`src/rtl/esc_pkg.sv`:
```
// esc_pkg: shared types and elaboration-time helpers for the ESC PWM array.
package esc_pkg;

  typedef enum logic {
    ARMING = 1'b0,
    RUN    = 1'b1
  } esc_state_t;

  // Pulse width in clocks for a given speed command.
  function automatic int unsigned pulse_width(input int unsigned spd,
                                              input int unsigned min_pulse,
                                              input int unsigned scale);
    return min_pulse + spd * scale;
  endfunction

  // True when the widest possible pulse still fits inside one period.
  function automatic bit width_fits(input int spd_w, input int period_w,
                                    input int min_pulse, input int scale);
    longint max_w;
    max_w = longint'(min_pulse) + ((longint'(1) << spd_w) - 1) * longint'(scale);
    return max_w < (longint'(1) << period_w);
  endfunction

endpackage

```
`src/rtl/esc_array_if.sv`:
```
// esc_array_if: speed command / PWM bundle between flight controller and ESC array.
interface esc_array_if #(
  parameter int NUM_CH = 4,
  parameter int SPD_W  = 11
);
  logic [NUM_CH*SPD_W-1:0] spd;
  logic                    wrt;
  logic                    motors_off;
  logic [NUM_CH-1:0]       pwm;
  logic                    armed;
  logic                    period_start;

  modport master (output spd, wrt, motors_off, input pwm, armed, period_start);
  modport slave  (input spd, wrt, motors_off, output pwm, armed, period_start);
endinterface

```
`src/rtl/esc_chan.sv`:
```
// esc_chan: one motor channel -- shadow/active speed, optional slew step, width compare.
// Build option: SLEW_LIMIT_EN limits each period-boundary speed change to MAX_STEP.
module esc_chan
  import esc_pkg::*;
#(
  parameter int SPD_W     = 11,
  parameter int PERIOD_W  = 20,
  parameter int MIN_PULSE = 6250,
`ifdef SLEW_LIMIT_EN
  parameter int MAX_STEP  = 16,
`endif
  parameter int SCALE     = 3
) (
  input  logic                clk,
  input  logic                rst_n,
  input  logic [SPD_W-1:0]    spd_in,
  input  logic                wrt,
  input  logic                load,
  input  logic                zero_tgt,
  input  logic [PERIOD_W-1:0] cnt,
  output logic                pwm
);

  logic [SPD_W-1:0]    shadow_q;
  logic [SPD_W-1:0]    active_q;
  logic [SPD_W-1:0]    target;
  logic [SPD_W-1:0]    next_act;
  logic [PERIOD_W-1:0] width;

  // A write landing on the load cycle goes straight to the active register.
  assign target = (wrt && load) ? spd_in : shadow_q;
  assign width  = PERIOD_W'(pulse_width(32'(active_q), MIN_PULSE, SCALE));

  // Next active speed: direct, or stepped toward the target when slew limiting is built in.
  always_comb begin
    next_act = target;
`ifdef SLEW_LIMIT_EN
    if (int'(target) > int'(active_q) + MAX_STEP)
      next_act = active_q + SPD_W'(MAX_STEP);
    else if (int'(target) + MAX_STEP < int'(active_q))
      next_act = active_q - SPD_W'(MAX_STEP);
`endif
  end

  // Shadow capture, period-boundary active load (forced zero bypasses slew), pwm flop.
  always_ff @(posedge clk) begin
    if (!rst_n) begin
      shadow_q <= '0;
      active_q <= '0;
      pwm      <= 1'b0;
    end else begin
      if (wrt)
        shadow_q <= spd_in;
      if (load)
        active_q <= zero_tgt ? '0 : next_act;
      pwm <= (cnt < width);
    end
  end

endmodule

```
`src/rtl/esc_array.sv`:
```
// esc_array: N-channel servo-style ESC PWM driver with arming sequence.
// Build option: SLEW_LIMIT_EN enables per-period slew limiting in each channel.
//
//   state  | meaning
//   -------+-----------------------------------------------------------
//   ARMING | all channels forced to MIN_PULSE; counts ARM_PERIODS loads
//   RUN    | channels follow shadowed speed commands; left only by reset
module esc_array
  import esc_pkg::*;
#(
  parameter int NUM_CH      = 4,
  parameter int SPD_W       = 11,
  parameter int PERIOD_W    = 20,
  parameter int MIN_PULSE   = 6250,
  parameter int SCALE       = 3,
  parameter int ARM_PERIODS = 64,
  parameter int MAX_STEP    = 16
) (
  input  logic        clk,
  input  logic        rst_n,
  esc_array_if.slave  bus
);

  localparam int ARM_W = (ARM_PERIODS > 1) ? $clog2(ARM_PERIODS) : 1;
  localparam logic [ARM_W-1:0] ARM_LAST = ARM_W'(ARM_PERIODS - 1);

  if (!width_fits(SPD_W, PERIOD_W, MIN_PULSE, SCALE)) begin : g_width_check
    $error("esc_array: MIN_PULSE + max speed * SCALE does not fit in the period");
  end
  if (ARM_PERIODS < 1 || MAX_STEP < 0) begin : g_param_check
    $error("esc_array: ARM_PERIODS must be >= 1 and MAX_STEP >= 0");
  end

  logic [PERIOD_W-1:0] cnt_q;
  logic                load;
  logic                ps_q;
  esc_state_t          state_q, state_d;
  logic [ARM_W-1:0]    arm_cnt_q, arm_cnt_d;
  logic                arm_done;
  logic                zero_tgt;
  logic [NUM_CH-1:0]   pwm_w;

  assign load = (cnt_q == '1);
  // The final arming load already uses the shadow so the first RUN period carries commands.
  assign zero_tgt = bus.motors_off || !((state_q == RUN) || arm_done);

  // Free-running period counter and registered period_start.
  always_ff @(posedge clk) begin
    if (!rst_n) begin
      cnt_q <= '0;
      ps_q  <= 1'b0;
    end else begin
      cnt_q <= cnt_q + PERIOD_W'(1);
      ps_q  <= (cnt_q == '0);
    end
  end

  // FSM state and arming period count.
  always_ff @(posedge clk) begin
    if (!rst_n) begin
      state_q   <= ARMING;
      arm_cnt_q <= '0;
    end else begin
      state_q   <= state_d;
      arm_cnt_q <= arm_cnt_d;
    end
  end

  // Next state: advance arming count at each load, enter RUN on the last one.
  always_comb begin
    state_d   = state_q;
    arm_cnt_d = arm_cnt_q;
    arm_done  = 1'b0;
    case (state_q)
      ARMING: begin
        if (load) begin
          if (arm_cnt_q == ARM_LAST) begin
            state_d  = RUN;
            arm_done = 1'b1;
          end else begin
            arm_cnt_d = arm_cnt_q + ARM_W'(1);
          end
        end
      end
      RUN: state_d = RUN;
    endcase
  end

  for (genvar g = 0; g < NUM_CH; g++) begin : g_chan
    esc_chan #(
      .SPD_W     (SPD_W),
      .PERIOD_W  (PERIOD_W),
      .MIN_PULSE (MIN_PULSE),
`ifdef SLEW_LIMIT_EN
      .MAX_STEP  (MAX_STEP),
`endif
      .SCALE     (SCALE)
    ) u_chan (
      .clk      (clk),
      .rst_n    (rst_n),
      .spd_in   (bus.spd[g*SPD_W +: SPD_W]),
      .wrt      (bus.wrt),
      .load     (load),
      .zero_tgt (zero_tgt),
      .cnt      (cnt_q),
      .pwm      (pwm_w[g])
    );
  end

  assign bus.pwm          = pwm_w;
  assign bus.armed        = (state_q == RUN);
  assign bus.period_start = ps_q;

endmodule

```
`src/flat_wrapper.sv`:
```
// flat-port wrapper written by rule: the top's interface ports become plain ports
module esc_array_flat import esc_pkg::*;
#(
  parameter int NUM_CH      = 4,
  parameter int SPD_W       = 11,
  parameter int PERIOD_W    = 20,
  parameter int MIN_PULSE   = 6250,
  parameter int SCALE       = 3,
  parameter int ARM_PERIODS = 64,
  parameter int MAX_STEP    = 16
)
  (clk, rst_n, bus_spd, bus_wrt, bus_motors_off, bus_pwm, bus_armed, bus_period_start);
  esc_array_if #(.NUM_CH(NUM_CH), .SPD_W(SPD_W)) bus_i ();
  input  logic clk;
  input  logic rst_n;
  input wire logic [$bits(bus_i.spd)-1:0] bus_spd;
  input wire logic [$bits(bus_i.wrt)-1:0] bus_wrt;
  input wire logic [$bits(bus_i.motors_off)-1:0] bus_motors_off;
  output wire logic [$bits(bus_i.pwm)-1:0] bus_pwm;
  output wire logic [$bits(bus_i.armed)-1:0] bus_armed;
  output wire logic [$bits(bus_i.period_start)-1:0] bus_period_start;
  assign bus_i.spd = bus_spd;
  assign bus_i.wrt = bus_wrt;
  assign bus_i.motors_off = bus_motors_off;
  assign bus_pwm = bus_i.pwm;
  assign bus_armed = bus_i.armed;
  assign bus_period_start = bus_i.period_start;
  esc_array #(.NUM_CH(NUM_CH), .SPD_W(SPD_W), .PERIOD_W(PERIOD_W), .MIN_PULSE(MIN_PULSE), .SCALE(SCALE), .ARM_PERIODS(ARM_PERIODS), .MAX_STEP(MAX_STEP)) u_core (.clk(clk), .rst_n(rst_n), .bus(bus_i));
endmodule
```
`config.mk`:
```
export PLATFORM = sky130hd
export DESIGN_NAME = esc_array_flat
export DESIGN_NICKNAME = d
export VERILOG_FILES = /design/src/rtl/esc_pkg.sv /design/src/rtl/esc_array_if.sv /design/src/rtl/esc_chan.sv /design/src/rtl/esc_array.sv /design/src/flat_wrapper.sv
export SDC_FILE = /design/constraint.sdc
export NUM_CORES = 1
export LEC_CHECK = 0
export BUFFER_PORTS_ARGS = -buffer_cell sky130_fd_sc_hd__buf_2
export CORE_ASPECT_RATIO = 0.75
export CORE_UTILIZATION = 45
export CTS_CLUSTER_DIAMETER = 30
export CTS_CLUSTER_SIZE = 10
export DETAILED_ROUTE_END_ITERATION = 10
export GPL_TIMING_DRIVEN = 0
export PLACE_DENSITY = 0.62
export SLEW_MARGIN = 10
export SYNTH_ARGS = -nofsm -noshare
export SYNTH_HDL_FRONTEND = slang
export SYNTH_SLANG_ARGS = --single-unit
export TNS_END_PERCENT = 50
```
`constraint.sdc`:
```
create_clock -name clk -period 3.7 [get_ports clk]
set_input_delay 1.11 -clock clk [delete_from_list [all_inputs] [get_ports clk]]
set_output_delay 1.11 -clock clk [all_outputs]
set_load 0.01 [all_outputs]
```
==> metrics.md, run 1 <==
| Metric | Value |
|---|---|
| Hold Crit Start | `u_core.arm_cnt_q[4]` |
| Synthesized area | `a little over 8000 um2` |
| Synth Register Bits | `120` |
| Initial antenna violation count | `0` |
| Routed Antenna Nets | `0` |
| Die area | `about 19000 um2` |
| Commonest non-fill, non-tap cell in the layout | `ha_1` |
| Req. time, crit path | `4.03 ns` |
| Pwr per Cell Area | `327 nW/um2` |
| Pins Over Slew Limit | `0` |
| Vias per cell | `5.32` |
| Largest net degree at the start of global routing | `17` |
| Post-CTS setup repair buffer count | `0` |
| Area of the multi-input gates | `5190 um2` |
| Critical Path Source Type | `register` |
| Ys async rst share | `0` |
| CTS H-tree lvls | `4` |
| Root Buffer | `clkbuf_16` |
| Vias post-DR | `6521` |
| Final setup fails | `0` |
| WL final | `19.4 mm` |
| Tcrit/Tclk final | `0.890` |
| Post-DP HPWL | `13.9 mm` |
| Synthesized area per cell | `9.01 um2` |
| Clk_lat worst skew | `approximately 0.42 ns` |
| Wirelength per Cell | `15.8 um` |
| First-pass GRT wire length | `31.9 mm` |
| Final Hold Viols | `0` |
| Ys Warns | `0` |
| Core area | `17700 um2` |
| Max Fclk | `0.304 GHz` |
| Rows | `42` |
| Storage element area | `between 2000 and 2500 um2` |
| Gr ovfl total | `0` |
| Clk sinks | `120` |
| HP Class | `reg -> reg` |
| Critical R2R Launch | `u_core.g_chan[2].u_chan.active_q[2]` |
| Drt first pass iters | `4` |
| Finished Cell Area | `9230 um2` |
| Worst-path clk slew | `0.05 ns` |
| Fillers | `1730` |
| Worst Path Buf+Inv | `2` |
| Fin nets | `1162` |
| Ant. Diodes | `0` |
| Area delta synth->final | `13.3%` |
| CTS tree | `yes` |
| Commonest cells after routing, fill and taps aside | `135 x ha_1, 120 x dfxtp_1, 98 x inv_1` |
| I/O Pins | `54` |
| DRC | `0` |
| DP Area | `8700 um2` |
| Crit path kind | `reg -> reg` |
| PostCTS Resize Cnt | `0` |
| Arrival @ worst endpoint | `3.63 ns` |
| Slew @ Worst Pin | `1.10 ns` |
| # Max-Cap Violations | `0` |
| Worst path slowest cell | `a211oi_1` |
| CP Cell Sequence | `inv_1, ha_1, inv_1, ha_1, a211oi_1, o21bai_1, a21oi_1, nor2_1, o31ai_1, ha_1, a21o_1, a211oi_1, o211ai_1, a21oi_1` |
| Final clock skew | `0.00955 ns` |
| Share of cells above drive strength 1 | `0.114` |
| CP Max Fanout | `2` |
| Crit-path max cell delay | `0.34 ns` |
| Fin Setup TNS | `0 ns` |
| Chip Height | `118 um` |
| RSZ-0062 raised after global routing | `no` |
| DRT iter0 DRCs | `between 300 and 400` |
| Chip width | `around 160 um` |
| Number of buffers created by CTS | `17` |
| Synth cell types | `54` |
| Main synth FF type | `dfxtp_1` |
| Vias in the first global route | `~6200` |
| Syn Inst Count | `904` |
| Status | `finished clean` |
| P_leak | `0.00437 uW` |
| Fin crit period | `roughly 3.3 ns` |
| Worst path most repeated cell | `ha_1` |
| Worst slew margin | `0.266` |
| Maximum vdd ir drop | `0.000245 V` |
| Starting Density | `0.461` |
| Crit. Startpoint | `u_core.g_chan[2].u_chan.active_q[2]` |
| GRT Total Usage | `0.223` |
| Hold_buf cts | `0` |
| CP Capture Type | `register` |
| Clk buf depth | `2` |
| EDFF count, synth | `0` |
| Port Buf Inserts | `52` |
| Register area share after synthesis | `0.295` |
| Post-Syn Nets | `around 1100` |
| Crit path max-delay family | `compound AO/OA/AOI/OAI gates` |
| GPL Wtd Cong | `~0.8` |
## cells in the mapped netlist, types with 3 or more instances
cell       count  area share
and3_1         4      0.0031
nand4b_1      32       0.034
nand3_1       14      0.0086
ha_1         135        0.21
or3_1          6      0.0046
o21bai_1      10      0.0092
mux2i_1       38       0.047
nand2_1       40       0.018
nand2b_1       5      0.0038
dfxtp_1      120        0.30
nor3b_1        4      0.0037
nand4_1       14       0.011
buf_2          8      0.0049
a21oi_1       45       0.028
mux2_2        12       0.017
inv_1         98       0.045
a21o_1        12       0.011
nor2_1        75       0.035
fa_1           4      0.0098
o2bb2ai_1     12       0.013
buf_4          7      0.0065
o31ai_1       36       0.033
o211ai_1       8      0.0074
xor2_1        24       0.026
a211oi_1      12       0.011
a211o_1        4      0.0043
o21ai_0       20       0.012
o21a_1        14       0.013
clkbuf_1      22       0.010
a31oi_1        4      0.0031
nor2b_1        6      0.0046
nor3_1         8      0.0049
o211a_1        3      0.0037
xnor2_1       19       0.020
## final cells by class
| type | instances | share of cell area |
|---|---|---|
| multi-input combinational | 647 | 0.562 |
| sequential | 120 | 0.260 |
| clock buffer | 24 | 0.0544 |
| inverter | 99 | 0.0403 |
| tap | 242 | 0.0328 |
| timing repair buffer | 52 | 0.0282 |
| buffer | 38 | 0.0194 |
| clock inverter | 4 | 0.00217 |
## layer usage
layer / global-route usage / vias up / share of wire
met2: 0.316 / 121 / 0.40
met3: 0.0576 / 22 / 0.054
met1: 0.325 / 2999 / 0.53
li1: - / 3379 / -
met4: 0.0746 / 0 / 0.018
met5: 0 / - / 0
## tightest hold or removal path, stage by stage, from the launching register on
cell and delay (ns):
dfxtp_1 0.31, nand2_1 0.05, mux2i_1 0.06
## path summary, 6_finish.rpt
path / endpoint / slack (ns) / cells past startpoint
setup / recovery: u_core.g_chan[2].u_chan.pwm / 0.41 / 14
hold / removal: u_core.arm_cnt_q[4] / 0.48 / 2
setup reg to reg: u_core.g_chan[2].u_chan.pwm / 0.41 / 14
hold reg to reg: u_core.arm_cnt_q[4] / 0.48 / 2
## flip-flops by register name (all words and copies together) (netlist names)
| signal | count |
|---|---|
| u_core.arm_cnt_q | 6 |
| u_core.bus.armed | 1 |
| u_core.bus.period_start | 1 |
| u_core.cnt_q | 20 |
| u_core.g_chan.u_chan.active_q | 44 |
| u_core.g_chan.u_chan.pwm | 4 |
| u_core.g_chan.u_chan.shadow_q | 44 |
## cell families after synthesis
logic type,after synthesis,share of synthesized area
AND/OR/NAND/NOR,223,0.149
XOR/XNOR,43,0.0463
buffers and inverters,137,0.0676
multiplexers,50,0.0633
AO/OA/AOI/OAI,192,0.162
adder cells (fa/ha/maj),139,0.217
flip-flops,120,0.295
## per-stage QoR
| stage | total power (uW) | utilization | cells | hold WS [ns] | worst slack (ns) |
|---|---|---|---|---|---|
| final | 3020 | 0.523 | 1226 | 0.478 | 0.406 |
| after global routing | 3130 | 0.523 | 1226 | 0.503 | 0.123 |
| after CTS | 3050 | 0.523 | 1226 | 0.476 | 0.389 |
| after detailed placement | 1550 | 0.493 | 1198 | 0.469 | 0.264 |
| after global placement | 1550 | 0.493 | 1198 | 0.457 | 0.309 |
| after floorplan | 1480 | - | 904 | 0.442 | 0.852 |
## power by group
group / switching [uW] / internal, uW / total (uW)
combinational: 103 / 78.6 / 182
sequential: 14.2 / 1330 / 1340
clock: 573 / 923 / 1500
Note: power is estimated with default switching activity, not from simulation.
==> run 2: changes to the inputs <==
--- a/config.mk
+++ b/config.mk
@@ -5,14 +5,14 @@
 export SDC_FILE = /design/constraint.sdc
 export NUM_CORES = 1
 export LEC_CHECK = 0
-export BUFFER_PORTS_ARGS = -buffer_cell sky130_fd_sc_hd__buf_2
 export CORE_ASPECT_RATIO = 0.75
 export CORE_UTILIZATION = 45
 export CTS_CLUSTER_DIAMETER = 30
 export CTS_CLUSTER_SIZE = 10
 export DETAILED_ROUTE_END_ITERATION = 10
+export DONT_BUFFER_PORTS = 1
 export GPL_TIMING_DRIVEN = 0
-export PLACE_DENSITY = 0.62
+export PLACE_DENSITY = 0.6
 export SLEW_MARGIN = 10
 export SYNTH_ARGS = -nofsm -noshare
 export SYNTH_HDL_FRONTEND = slang
==> metrics.md, run 2 (synthesis gave the netlist of run 1 again) <==
| Metric | Value |
|---|---|
| Status | `finished clean (unchanged)` |
| CP Capture Type | `register (unchanged)` |
| Area of the multi-input gates | `5190 um2 (unchanged)` |
| Number of buffers created by CTS | `17 (unchanged)` |
| Cell Count, Final, Fillers Out | `1179 (was 1226)` |
| Crit path kind | `reg -> reg (unchanged)` |
| Core area | `17700 um2 (unchanged)` |
| Clk buf depth | `2 (unchanged)` |
| Final Hold Viols | `0 (unchanged)` |
| Max Fclk | `0.303 GHz (was 0.304 GHz)` |
| CP Cell Sequence | `inv_1, ha_1, inv_1, ha_1, a211oi_1, o21bai_1, a21oi_1, nor2_1, o31ai_1, ha_1, a21o_1, a211oi_1, o211ai_1, a21oi_1 (unchanged)` |
| Share of cells above drive strength 1 | `0.0684 (was 0.114)` |
| Die area | `18600 um2 (unchanged)` |
| Maximum vdd ir drop | `0.000257 V (was 0.000245 V)` |
| I/O Pins | `54 (unchanged)` |
| DP Area | `8440 um2 (was 8700 um2)` |
| Drt first pass iters | `6 (was 4)` |
| Root Buffer | `clkbuf_16 (unchanged)` |
| Port Buf Inserts | `0 (was 52)` |
| HP Class | `reg -> reg (unchanged)` |
| Storage element area | `2400 um2 (unchanged)` |
| CTS tree | `yes (unchanged)` |
| Critical Path Source Type | `register (unchanged)` |
| Top flop regs | `u_core.g_chan.u_chan.active_q (44), u_core.g_chan.u_chan.shadow_q (44), u_core.cnt_q (20) (unchanged)` |
| Commonest cells after routing, fill and taps aside | `135 x ha_1, 120 x dfxtp_1, 98 x inv_1 (unchanged)` |
| Dpl cells | `1146 (was 1198)` |
| Finished Cell Area | `9060 um2 (was 9230 um2)` |
| Overall power | `3240 uW (was 3020 uW)` |
| Worst path most repeated cell | `ha_1 (unchanged)` |
| GRT Total Usage | `0.223 (about the same)` |
| Clk sinks | `120 (unchanged)` |
| Final setup fails | `0 (unchanged)` |
| Pins Over Slew Limit | `0 (unchanged)` |
| Fin crit period | `3.30 ns (was 3.29 ns)` |
| Vias in the first global route | `5976 (was 6249)` |
| Fillers | `1663 (was 1730)` |
| Wirelength per Cell | `16.7 um (was 15.8 um)` |
| Vias post-DR | `6396 (was 6521)` |
| RSZ-0062 raised after global routing | `no (unchanged)` |
| Tcrit/Tclk final | `0.892 (was 0.890)` |
| Final clock skew | `0.0109 ns (was 0.00955 ns)` |
| Starting Density | `0.461 (unchanged)` |
| Req. time, crit path | `4.03 ns (about the same)` |
| Hold_buf cts | `0 (unchanged)` |
| Routed Antenna Nets | `0 (unchanged)` |
| CTS H-tree lvls | `4 (unchanged)` |
| Worst Path Buf+Inv | `2 (unchanged)` |
| Slew @ Worst Pin | `0.984 ns (was 1.10 ns)` |
| GPL Wtd Cong | `0.785 (was 0.821)` |
| Fin nets | `1110 (was 1162)` |
| Post-CTS setup repair buffer count | `0 (unchanged)` |
| Rows | `42 (unchanged)` |
| Chip width | `157 um (unchanged)` |
| Worst-path clk slew | `0.06 ns (was 0.05 ns)` |
| Largest net degree at the start of global routing | `17 (unchanged)` |
| DRT iter0 DRCs | `363 (was 315)` |
| CP Max Fanout | `2 (unchanged)` |
| Clk_lat worst skew | `0.43 ns (was 0.42 ns)` |
| Crit path max-delay family | `compound AO/OA/AOI/OAI gates (unchanged)` |
| Pwr per Cell Area | `358 nW/um2 (was 327 nW/um2)` |
| Gr ovfl total | `0 (unchanged)` |
| Worst path slowest cell | `dfxtp_1 (was a211oi_1)` |
| Crit-path max cell delay | `0.35 ns (was 0.34 ns)` |
| Worst slew margin | `0.344 (was 0.266)` |
| P_leak | `0.00419 uW (was 0.00437 uW)` |
| Commonest non-fill, non-tap cell in the layout | `ha_1 (unchanged)` |
| Vias per cell | `5.42 (was 5.32)` |
| PostCTS Resize Cnt | `0 (unchanged)` |
| DRC | `0 (unchanged)` |
| WL final | `19.7 mm (was 19.4 mm)` |
| Area delta synth->final | `11.3% (was 13.3%)` |
| First-pass GRT wire length | `31.8 mm (was 31.9 mm)` |
| Fin Setup TNS | `0 ns (unchanged)` |
| Post-DP HPWL | `13.9 mm (about the same)` |
| Chip Height | `118 um (unchanged)` |
| Arrival @ worst endpoint | `3.63 ns (about the same)` |
| Initial antenna violation count | `1 (was 0)` |
| # Max-Cap Violations | `0 (unchanged)` |
==> run 2: path summary, 6_finish.rpt <==
path,slack (ns),start,cells after the start,endpoint
setup / recovery,0.40,u_core.g_chan[2].u_chan.active_q[3],14,u_core.g_chan[2].u_chan.pwm
setup reg to reg,0.40,u_core.g_chan[2].u_chan.active_q[3],14,u_core.g_chan[2].u_chan.pwm
hold / removal,0.48,u_core.arm_cnt_q[5],2,u_core.arm_cnt_q[5]
hold reg to reg,0.48,u_core.arm_cnt_q[5],2,u_core.arm_cnt_q[5]
==> run 2: final cells by class <==
type / count / area share
plain buffers: 38 / 0.0197
well taps: 242 / 0.0334
inverters: 99 / 0.0410
clock inverters: 10 / 0.0157
diodes: 1 / 0.000276
clock buffers: 22 / 0.0523
multi-input cells: 647 / 0.572
flip-flops and latches: 120 / 0.265
==> run 2: routing by layer <==
metal | vias to the layer above | GRT usage | wire [um]
met2 | 104 | 0.324 | 8270
li1 | 3287 | - | -
met1 | 2991 | 0.332 | 10400
met4 | 0 | 0.0546 | 170
met5 | - | 0 | 0
met3 | 14 | 0.0451 | 808
==> run 2: tightest hold or removal path: cells and delay by family, from the launching register on <==
| kind | cells | cell delay [ns] |
|---|---|---|
| flip-flops | 1 | 0.32 |
| AND/OR/NAND/NOR | 1 | 0.06 |
| multiplexers | 1 | 0.06 |
==> run 2: power breakdown <==
group          leakage (uW)  switching, uW  internal [uW]
Combinational       0.00292           91.2           59.8
Sequential         0.000978           15.6           1330
Clock              0.000289            634           1110
Total               0.00419            741           2500
==> run 2: stage by stage <==
step | worst slack, ns | utilization | hold slack (ns)
after floorplan | 0.852 | - | 0.442
after CTS | 0.376 | 0.513 | 0.478
after detailed placement | 0.325 | 0.478 | 0.467
after global routing | 0.110 | 0.513 | 0.489
after global placement | 0.322 | 0.478 | 0.457
final | 0.401 | 0.513 | 0.480
